[src/rtl/bus_share_arb.sv]
// Round-robin arbiter sharing one registered W-bit bus among N requesters, with an idle gap per hand-over.
// Defining BUS_SHARE_ARB_TIMEOUT_EN adds an ownership timeout that preempts the owner when others wait.
module bus_share_arb #(
    parameter int unsigned N       = 4,
    parameter int unsigned W       = 8,
    parameter int unsigned TIMEOUT = 15
) (
    input  logic           clk,
    input  logic           rstb,
    input  logic [N-1:0]   req,
    input  logic [N*W-1:0] data_in,
    output logic [N-1:0]   gnt,
    output logic [W-1:0]   bus,
    output logic           bus_valid,
    output logic           preempt
);
    localparam int unsigned PW = (N > 1) ? $clog2(N) : 1;

    typedef enum logic [1:0] {
        IDLE = 2'd0,
        OWN  = 2'd1,
        GAP  = 2'd2
    } state_t;

    state_t        state_q, state_d;
    logic [PW-1:0] owner_q, owner_d;
    logic [PW-1:0] ptr_q, ptr_d;
    logic [PW-1:0] arb_idx, scan_idx;
    logic          arb_hit;
    logic [N-1:0]  gnt_q, gnt_d;
    logic [W-1:0]  bus_q, bus_d, own_data;
    logic          bus_valid_q, bus_valid_d;
    logic          req_own;

    if (N < 2 || N > 16 || TIMEOUT < 2 || TIMEOUT > 255) begin : g_bad_cfg
        $error("bus_share_arb: parameter out of range");
    end

`ifdef BUS_SHARE_ARB_TIMEOUT_EN
    localparam int unsigned CW = 8;
    logic [CW-1:0] cnt_q, cnt_d;
    logic          preempt_q, preempt_d;
    logic          others;
    logic          expire;

    assign others = |(req & ~gnt_q);
    assign expire = (cnt_q == CW'(TIMEOUT - 1));
`endif

    // First requester at or above ptr, wrapping modulo N
    always_comb begin : arb_scan
        arb_hit  = 1'b0;
        arb_idx  = '0;
        scan_idx = '0;
        for (int unsigned i = 0; i < N; i++) begin
            scan_idx = PW'((32'(ptr_q) + i) % N);
            if (!arb_hit && req[scan_idx]) begin
                arb_hit = 1'b1;
                arb_idx = scan_idx;
            end
        end
    end

    always_comb begin : own_mux
        own_data = '0;
        for (int unsigned i = 0; i < N; i++) begin
            if (owner_q == PW'(i)) begin
                own_data = data_in[i*W +: W];
            end
        end
    end

    assign req_own = req[owner_q];

    always_comb begin : fsm_next
        state_d     = state_q;
        owner_d     = owner_q;
        ptr_d       = ptr_q;
        gnt_d       = gnt_q;
        bus_d       = bus_q;
        bus_valid_d = 1'b0;
`ifdef BUS_SHARE_ARB_TIMEOUT_EN
        cnt_d       = cnt_q;
        preempt_d   = 1'b0;
`endif
        unique case (state_q)
            OWN: begin
                bus_d       = own_data;
                bus_valid_d = 1'b1;
                if (!req_own) begin
                    state_d = GAP;
                    gnt_d   = '0;
                end
`ifdef BUS_SHARE_ARB_TIMEOUT_EN
                else if (expire && others) begin
                    state_d   = GAP;
                    gnt_d     = '0;
                    preempt_d = 1'b1;
                end else if (!expire) begin
                    cnt_d = cnt_q + CW'(1);
                end
`endif
            end
            default: begin
                // IDLE and GAP both arbitrate; GAP falls back to IDLE when nobody asks
                if (arb_hit) begin
                    state_d = OWN;
                    owner_d = arb_idx;
                    ptr_d   = (arb_idx == PW'(N - 1)) ? '0 : arb_idx + PW'(1);
                    gnt_d   = N'(1) << arb_idx;
`ifdef BUS_SHARE_ARB_TIMEOUT_EN
                    cnt_d   = '0;
`endif
                end else begin
                    state_d = IDLE;
                    gnt_d   = '0;
                end
            end
        endcase
    end

    always_ff @(posedge clk or negedge rstb) begin : regs
        if (!rstb) begin
            state_q     <= IDLE;
            owner_q     <= '0;
            ptr_q       <= '0;
            gnt_q       <= '0;
            bus_q       <= '0;
            bus_valid_q <= 1'b0;
`ifdef BUS_SHARE_ARB_TIMEOUT_EN
            cnt_q       <= '0;
            preempt_q   <= 1'b0;
`endif
        end else begin
            state_q     <= state_d;
            owner_q     <= owner_d;
            ptr_q       <= ptr_d;
            gnt_q       <= gnt_d;
            bus_q       <= bus_d;
            bus_valid_q <= bus_valid_d;
`ifdef BUS_SHARE_ARB_TIMEOUT_EN
            cnt_q       <= cnt_d;
            preempt_q   <= preempt_d;
`endif
        end
    end

    assign gnt       = gnt_q;
    assign bus       = bus_q;
    assign bus_valid = bus_valid_q;
`ifdef BUS_SHARE_ARB_TIMEOUT_EN
    assign preempt   = preempt_q;
`else
    assign preempt   = 1'b0;
`endif

endmodule

[config.mk]
export PLATFORM = sky130hd
export DESIGN_NAME = bus_share_arb
export DESIGN_NICKNAME = d
export VERILOG_FILES = /design/src/rtl/bus_share_arb.sv
export SDC_FILE = /design/constraint.sdc
export NUM_CORES = 1
export LEC_CHECK = 0
export ABC_AREA = 1
export BUFFER_PORTS_ARGS = -buffer_cell sky130_fd_sc_hd__clkbuf_2
export CAP_MARGIN = 10
export CORE_ASPECT_RATIO = 1.2
export CORE_MARGIN = 4
export CORE_UTILIZATION = 40
export DETAILED_ROUTE_END_ITERATION = 7
export PLACE_DENSITY = 0.69
export SYNTH_ARGS = -nofsm -noshare
export SYNTH_HDL_FRONTEND = slang
export SYNTH_SLANG_ARGS = --single-unit
export TNS_END_PERCENT = 20
[constraint.sdc]
create_clock -name clk -period 2.2 [get_ports clk]
set_input_delay 0.11 -clock clk [delete_from_list [all_inputs] [get_ports clk]]
set_output_delay 0.11 -clock clk [all_outputs]
set_load 0.03 [all_outputs]
==> impl_results.md <==
- Status: finished clean
- Multi-input logic area: 668 µm²
- CTS clk-pin slew, worst paths: 100 ps
- Layout cells sized above 1: 32.4%
- Initial antenna violation count: 0
- Synth-to-Final Area Change: 26.4%
- FF+latch area: 475 µm²
- Setup TNS: 0 ps
- Core Util, Final: 54.3%
- #FFs+latches synth: 19
- Clock Tree Buf Depth: 2
- Top-level port count: 52
- Ys Warns: 0
- Cts hold-fix bufs: 1
- Total number of vias: 1,238
- Final worst-path cycle share: 87.6%
- Largest net degree at the start of global routing: 20
- Chip width: 58.9 µm
- Placed Area: 0.00153 mm²
- # fillers: 308
- Number of global-route vias before repair: 1,166
- Worst skew pair latency: 290 ps
- FMAX: 519 MHz
- Post-route ant nets: 0
- Crit Path Category: flip-flop to flip-flop
- Core area: 0.00289 mm²
- Residual DRC: 0
- Total power: 2540 µW
- Max-slew violation count: 0
- Post-CTS Setup Bufs: 0
- RSZ-0062 raised after global routing: no
- HP Class: input port to flip-flop
- Rows: 21
- CTS Buf Count: 3
- GP Congestion: 0.914
- Routed wire length: 2900 µm
- Syn Inst Count: 164
- Dpl cells: 248
- Most frequent cells in the layout: nand2_1 (54), clkbuf_2 (50), dfrtp_1 (19)
- HPWL Detailed: 2380 µm
- Syn avg cell area: 7.57 µm²
- Nets: 262
- CP endpoint kind: flip-flop
- Clock Skews: 1.50 ps
- Worst slew margin: 66.1%
- Sequential cell area fraction in the yosys report: 38.3%
- First-pass GRT wire length: 5030 µm
- Synthesized area: 0.00124 mm²
- DRT Pass-1 Iters: 4
- Worst vdd ir: 0.890 mV
- Final setup viols: 0
- Synth unique cells: 26
- CP max FO: 10
- Finished Cell Area: 0.00157 mm²
- Max-cap viol count: 0
- Tmin final: 1930 ps
- Port bufs: 50
- Congestion Overflow GR: 0
- Synth top area share: 38.3%
- Clk sink count: 19
- ANT cells: 0
- Syn_nets: 206
- Synth area leader: dfrtp_1
- Worst-margin pin slew: 508 ps
- CTS tree: built
- WP data required: 2390 ps
- Power Density: 1620 mW/mm²
- Post-Layout Cell Count: 253
- Crit start category: flip-flop
- Die Span Y: 69.0 µm
- Final hold vios: 0
- Effective utilization at floorplan: 42.9%
- Die area: 0.00406 mm²
- CTS HTree Levels: 1
- Synth area leaders: dfrtp_1 (38%), nand2_1 (16%), nand3_1 (5.6%), inv_1 (4.5%), a22o_1 (4.2%)
- Most common cell after layout, fill and taps aside: nand2_1
- Gates resized, CTS repair: 0
- DR WL/cell: 11.4 µm
- Drt via density: 4.89
- CTS root buffer: clkbuf_4
- Tot GR Track Use: 15.7%
- Initial DRC Count: 36
- Lkg Pwr: 0.000898 µW
- CP Data Arrival Time: 2110 ps
## power breakdown
group / total (µW) / internal (µW) / switching [µW]
clock network: 172 / 70.4 / 102
logic: 1730 / 601 / 1130
registers: 635 / 521 / 114
## stage by stage
| stage | setup slack [ps] | hold slack [ps] |
|---|---|---|
| 2_1_floorplan | 513 | -186 |
| 3_3_place_gp | 278 | 88.4 |
| 3_5_place_dp | 268 | 93.7 |
| 4_1_cts | 262 | 42.3 |
| 5_1_grt | 91.2 | 37.9 |
| 6_report | 272 | 50.6 |
## cell type report
cell class,count,share of cell area (%)
tap,34,2.71
timing repair buffer,54,18.0
inverter,17,4.70
multi-input combinational,125,42.6
clock buffer,4,1.67
sequential,19,30.3
## worst max-delay path: stages (launching register included)
cell     delay (ps)
dfrtp_1         580
nand2_1         150
nand3_1         140
nand2_2          80
nor2_4          140
nand3_2         110
nand3_1         170
inv_1            80
ha_1            270
nand2_1          60
o21ai_1          50
## kinds of logic (layout without fill, tap and decap cells)
group	after synthesis	after routing	synth area share (%)
flops	19	19	38.3
simple gates	91	91	34.3
fa+ha+maj	4	4	4.03
buf+inv	20	75	7.86
compound gates	29	29	15.2
other cells	1	1	0.302
## cell usage after synthesis
| library cell | number |
|---|---|
| ha_1 | 4 |
| nand2_2 | 5 |
| nor2_4 | 1 |
| buf_6 | 1 |
| nor2_2 | 2 |
| a21oi_1 | 6 |
| o221ai_1 | 1 |
| nand4_1 | 1 |
| nand3_1 | 14 |
| conb_1 | 1 |
| inv_6 | 2 |
| a221oi_1 | 2 |
| o21ai_1 | 2 |
| buf_4 | 1 |
| buf_2 | 1 |
| a22oi_1 | 1 |
| nand3_2 | 1 |
| a31oi_1 | 6 |
| a22o_1 | 6 |
| and2_1 | 1 |
| nor2_1 | 8 |
| nand2_4 | 4 |
| nand2_1 | 54 |
| o21ai_0 | 5 |
| inv_1 | 15 |
| dfrtp_1 | 19 |
## sequential cells by signal, summed over array words and instances (netlist names)
name,count
bus,8
gnt,4
owner_q,2
ptr_q,2
state_q,2
bus_valid,1
## worst paths after layout
check	startpoint	endpoint	slack (ps)	cells after the start
worst max-delay path	ptr_q[0]	ptr_q[1]	270	10
worst min-delay path	data_in[24]	bus[0]	50	3
worst max register to register	ptr_q[0]	ptr_q[1]	270	10
worst min register to register	bus[7]	bus[7]	500	2
max in group asynchronous	rstb	gnt[1]	1580	2
min in group asynchronous	rstb	bus[3]	300	2
## layer usage
layer	track usage [%]	wire, µm	up-vias
met5	0	0	-
met4	8.56	41	0
met3	2.61	236	2
met2	25.3	1330	39
met1	19.4	1280	545
li1	-	-	652
(Power assumes the default switching activity.)
